--- config.mk ---
export PLATFORM = sky130hd
export DESIGN_NAME = seq_detect_param_flat
export DESIGN_NICKNAME = d
export VERILOG_FILES = /design/src/rtl/seq_detect_param_if.sv /design/src/rtl/seq_detect_param.sv /design/src/flat_wrapper.sv
export SDC_FILE = /design/constraint.sdc
export NUM_CORES = 1
export LEC_CHECK = 0
export ABC_AREA = 1
export CORE_MARGIN = 2
export CORE_UTILIZATION = 49
export CTS_BUF_LIST = sky130_fd_sc_hd__clkbuf_16
export DETAILED_ROUTE_END_ITERATION = 10
export GPL_TIMING_DRIVEN = 1
export PLACE_DENSITY = 0.76
export REMOVE_ABC_BUFFERS = 1
export SYNTH_ARGS = -nofsm -noshare
export SYNTH_HDL_FRONTEND = slang
export SYNTH_SLANG_ARGS = --single-unit
--- constraint.sdc ---
create_clock -name clk -period 1.75 [get_ports clk]
set_input_delay 0.35 -clock clk [delete_from_list [all_inputs] [get_ports clk]]
set_output_delay 0.35 -clock clk [all_outputs]
set_load 0.01 [all_outputs]
--- src/rtl/seq_detect_param_if.sv ---
// Stream-side bundle for seq_detect_param: serial bit input, mode/clear controls,
// match pulse and saturating match count.
interface seq_detect_param_if #(
  parameter int CNT_W = 8
) ();
  logic             in_valid;
  logic             in;
  logic             overlap_en;
  logic             count_clr;
  logic             out;
  logic [CNT_W-1:0] match_count;

  modport master (
    output in_valid, in, overlap_en, count_clr,
    input  out, match_count
  );

  modport slave (
    input  in_valid, in, overlap_en, count_clr,
    output out, match_count
  );
endinterface

--- src/rtl/seq_detect_param.sv ---
// Parametrised Mealy detector for a LEN-bit pattern with run-time overlap mode and saturating count.
// Define SEQ_DETECT_OUT_REG_EN to register the match pulse (one cycle later, glitch-free).
module seq_detect_param #(
  parameter int             LEN     = 4,
  parameter logic [LEN-1:0] PATTERN = 4'b1011,
  parameter int             CNT_W   = 8
) (
  input logic          clk,
  input logic          reset,
  seq_detect_param_if.slave bus
);

  localparam int               FW      = (LEN > 2) ? $clog2(LEN) : 1;
  localparam logic [FW-1:0]    FULL    = FW'(LEN - 1);
  localparam logic [CNT_W-1:0] CNT_MAX = '1;

  generate
    if (LEN < 2 || LEN > 32) begin : g_len_chk
      $error("seq_detect_param: LEN=%0d outside legal range 2..32", LEN);
    end
  endgenerate

  logic [LEN-2:0]   hist, hist_nx, hist_sh;
  logic [FW-1:0]    fill, fill_nx;
  logic [LEN-1:0]   cand;
  logic             hit;
  logic [CNT_W-1:0] cnt;

  assign cand = {hist, bus.in};
  assign hit  = bus.in_valid && (fill == FULL) && (cand == PATTERN);

  // A 1-bit history has no older bits to keep, so it just takes the new bit.
  generate
    if (LEN == 2) begin : g_sh1
      assign hist_sh = bus.in;
    end else begin : g_shn
      assign hist_sh = {hist[LEN-3:0], bus.in};
    end
  endgenerate

  always_comb begin
    hist_nx = hist;
    fill_nx = fill;
    if (bus.in_valid) begin
      if (hit && !bus.overlap_en) begin
        hist_nx = '0;
        fill_nx = '0;
      end else begin
        hist_nx = hist_sh;
        fill_nx = (fill == FULL) ? fill : fill + FW'(1);
      end
    end
  end

  always_ff @(posedge clk or negedge reset) begin
    if (!reset) begin
      hist <= '0;
      fill <= '0;
    end else begin
      hist <= hist_nx;
      fill <= fill_nx;
    end
  end

  // Clear wins over a coincident hit.
  always_ff @(posedge clk or negedge reset) begin
    if (!reset)                        cnt <= '0;
    else if (bus.count_clr)            cnt <= '0;
    else if (hit && (cnt != CNT_MAX))  cnt <= cnt + CNT_W'(1);
  end

  assign bus.match_count = cnt;

`ifdef SEQ_DETECT_OUT_REG_EN
  logic out_q;

  always_ff @(posedge clk or negedge reset) begin
    if (!reset) out_q <= 1'b0;
    else        out_q <= hit;
  end

  assign bus.out = out_q;
`else
  assign bus.out = hit;
`endif

endmodule

--- src/flat_wrapper.sv ---
// flat-port wrapper written by rule: the top's interface ports become plain ports
module seq_detect_param_flat 
#(
  parameter int             LEN     = 4,
  parameter logic [LEN-1:0] PATTERN = 4'b1011,
  parameter int             CNT_W   = 8
)
  (clk, reset, bus_in_valid, bus_in, bus_overlap_en, bus_count_clr, bus_out, bus_match_count);
  seq_detect_param_if #(.CNT_W(CNT_W)) bus_i ();
  input logic clk;
  input logic reset;
  input wire logic [$bits(bus_i.in_valid)-1:0] bus_in_valid;
  input wire logic [$bits(bus_i.in)-1:0] bus_in;
  input wire logic [$bits(bus_i.overlap_en)-1:0] bus_overlap_en;
  input wire logic [$bits(bus_i.count_clr)-1:0] bus_count_clr;
  output wire logic [$bits(bus_i.out)-1:0] bus_out;
  output wire logic [$bits(bus_i.match_count)-1:0] bus_match_count;
  assign bus_i.in_valid = bus_in_valid;
  assign bus_i.in = bus_in;
  assign bus_i.overlap_en = bus_overlap_en;
  assign bus_i.count_clr = bus_count_clr;
  assign bus_out = bus_i.out;
  assign bus_match_count = bus_i.match_count;
  seq_detect_param #(.LEN(LEN), .PATTERN(PATTERN), .CNT_W(CNT_W)) u_core (.clk(clk), .reset(reset), .bus(bus_i));
endmodule
==> key figures, run 1 <==
Yosys
  • #FFs+latches synth: 13
  • Library cells used by synthesis: 18
  • Primary FF master, synth: dfrtp_1
  • Avg Cell Area, Syn: around 7.4 sq um
  • Register area share after synthesis: 0.409
  • Synthesis Warnings: 0
  • Share of the synthesized area in the top cell type: 0.409
  • Cells after synthesis: between 100 and 150
  • Top cells by area, synth: dfrtp_1 (41%), nand2_1 (15%), nand3_1 (11%), inv_1 (6.6%), nor2_1 (5.2%)
  • Fraction of registers with async set/reset: 1.00
  • Mapped cell area: a little under 800 sq um
  • Top-count cell post-synth: nand2_1
  • EDFF count, synth: 0
  • Synth cell count leaders: nand2_1 (32), nand3_1 (17), inv_1 (14)
  • Area leader, netlist: dfrtp_1

Clock tree
  • CTS sink cnt: 13
  • TritonCTS Buffers: 3
  • Hold Buf Count CTS: 0
  • Reg clk slew, reported paths: approximately 50 ps
  • Latest clock arrival within the worst-skew pair: 240 ps
  • Max clock buf depth: 2
  • H-tree depth: 1
  • Clk root buf: clkbuf_16
  • CTS tree: done

Global route
  • First-pass GRT wire length: around 3.1 mm
  • Number of global-route vias before repair: between 700 and 800
  • Total GRT Usage: 0.221
  • Initial antenna violation count: 0
  • Largest net degree at the start of global routing: 14
  • GRT overflow: 0

Timing
  • Final Skew: 2.27 ps
  • RSZ-0062 raised after global routing: false
  • Slew Limit Fails: 0
  • Final worst path period need: about 1600 ps
  • Number of setup violations in the final report: 0
  • Max-slew headroom: 0.590
  • Worst Tran Pin Value: about 610 ps
  • Total Negative Setup Slacks: 0 ps
  • Final Hold Slack: just under 500 ps
  • Max Fclk: 615 MHz
  • Number of hold violations in the final report: 0
  • Crit share post-route: 0.928

Worst setup path
  • Stages on worst setup path: 1
  • Critical path's top delay family: buffers and inverters
  • Worst EP arrival: 1270 ps
  • Worst Setup End Kind: primary output
  • WS Path Type: reg -> out
  • Critical-path maximum fanout: 7
  • Critical path buffers and inverters: 1
  • WP data required: 1400 ps
  • Worst-path cell chain: clkdlybuf4s50_1
  • Crit-path max cell delay: around 580 ps
  • CP Launch Type: register
  • Reg2reg path depth: 8
  • Worst r2r dst: u_core.bus.match_count[0]$_DFFE_PN0P_
  • R2R Path Start: u_core.bus.match_count[0]$_DFFE_PN0P_
  • Reg-to-reg slack, setup: 250 ps
  • Slowest cell on the critical path: clkdlybuf4s50_1

Final layout
  • Layout net count: roughly 140
  • N_diodes: 0
  • FF/Latch Area: approximately 330 sq um
  • Final std cells w/o fill: about 150
  • # fillers: between 100 and 150
  • Post-Route Utilization: 0.703
  • Layout cell share with drive strength beyond 1: 0.162
  • Multi-input logic area: a little under 400 sq um
  • P&R area growth vs syn: 33.2%

Placed design
  • GPL Wtd Cong: about 0.79
  • Dpl cells: between 100 and 150
  • PortBufs: 14
  • Dpl hpwl: ~1.2 mm

Floorplan
  • Die area: 0.00196 sq mm
  • I/O pin count: 15
  • Initial core utilization: 0.527
  • Die Y: 44.3 um
  • Die width: roughly 44 um
  • Core Region: around 0.0015 sq mm
  • Row count: 14

Drt
  • Detailed-route DRC error count: 0
  • Avg WL per Cell: between 10 and 15 um
  • Final ANT Viol Nets: 0
  • Via/cell ratio: roughly 5.2
  • Final WL: about 1.7 mm
  • First-pass detailed-route iteration total: 4
  • Total vias in the final route: between 700 and 800
  • DR iter-0 viols: 12

Power and ir drop
  • Clock share of power: 0.444
  • Comb pwr share: 0.182
  • Flop pwr share: 0.374
  • Leak: 0.528 nW
  • Cell-internal power: just over 0.7 mW
  • Pwr Density: 916 mW/mm^2
  • Switching Power: 0.247 mW
  • Switching Share: 0.255
  • Pwr Total: between 0.9 and 1 mW
  • Max rail drop VDD: about 720 uV

Outcome
  • Status: completed

Min path
  • HP Class: in -> async

Run
  • MaxCap Viol Count: 0
==> how the worst max path moves through the flow <==
stage / start / to / slack (ps)
floorplan: u_core.bus.match_count[0]$_DFFE_PN0P_ / u_core.bus.match_count[0]$_DFFE_PN0P_ / 360
global placement: bus_in_valid / bus_out / -260
detailed placement: bus_in_valid / bus_out / -260
CTS: bus_in_valid / bus_out / 3
global route: u_core.fill[0]$_DFFE_PN0P_ / bus_out / 60
finish: u_core.bus.match_count[4]$_DFFE_PN0P_ / bus_match_count[4] / 130
==> area by class of cell <==
| type | instances | share of cell area |
|---|---|---|
| flip-flops and latches | 13 | 0.307 |
| multi-input cells | 77 | 0.372 |
| inverters | 16 | 0.0567 |
| repair buffers | 20 | 0.170 |
| well taps | 16 | 0.0189 |
| clock inverters | 1 | 0.00355 |
| clock buffers | 3 | 0.0709 |
==> cells in the final DEF, fill, tap and decap left out <==
cell type and count:
a21oi_1 3, buf_4 6, clkbuf_16 3, clkbuf_2 1, clkdlybuf4s50_1 13, dfrtp_1 13, ha_1 1, ha_2 1
inv_1 15, inv_2 2, nand2_1 31, nand2_2 1, nand2_4 2, nand3_1 17, nand4_1 2, nor2_1 11
nor2_4 2, nor3_1 1, o21ai_0 1, o21ai_2 3, xor2_1 1
==> routing by layer <==
layer | GRT usage | share of wire
met1 | 0.272 | 0.46
met2 | 0.356 | 0.50
met5 | 0 | 0
met3 | 0.0612 | 0.033
met4 | 0.109 | 0.012
==> worst register-to-register path: cells and delay by family (launching register included) <==
| kind | cells | cell delay [ps] |
|---|---|---|
| adder cells (fa/ha/maj) | 1 | 190 |
| buffers and inverters | 1 | 110 |
| AND/OR/NAND/NOR | 6 | 710 |
| flip-flops | 1 | 390 |
==> registers in the layout, summed over array words and instances (netlist names) <==
name and count:
u_core.fill 2, u_core.bus.match_count 8, u_core.hist 3
==> through the flow <==
step / worst slack [ps] / cell area, sq um
final: 125 / 1060
after global routing: 57.4 / 1060
after CTS: 3.46 / 1050
after detailed placement: -264 / 975
after global placement: -264 / 975
after floorplan: 361 / 769
==> power groups by stage <==
stage                     Combinational (mW)  Clock, mW  Sequential [mW]
final                                  0.177      0.431            0.363
after global routing                   0.206      0.450            0.366
after CTS                              0.177      0.439            0.362
after detailed placement               0.175          0            0.366
after global placement                 0.164          0            0.362
after floorplan                        0.102          0            0.361
==> timing repair <==
item,4_1_cts,5_1_grt
endpoints found under the setup margin,1,4
gates resized for setup,2,4
setup buffers,0,0
pin swaps,0,0
==> logic make-up (layout without fill, tap and decap cells) <==
family	Yosys count	count (layout)	synth area share
adders and majority gates	2	2	0.0315
buffers and inverters	18	40	0.107
and+or+nand+nor	67	67	0.383
DFF	13	13	0.409
xor gates and xnor gates	1	1	0.0110
AOI/OAI and AO/OA	7	7	0.0583
No activity file was read; power rests on OpenSTA's default activity.
==> run 2, diff against run 1 <==
Settings changed: CAP_MARGIN set to 15.
==> results of run 2 <==
The final DEF is identical to that of run 1; final timing and power are the same.
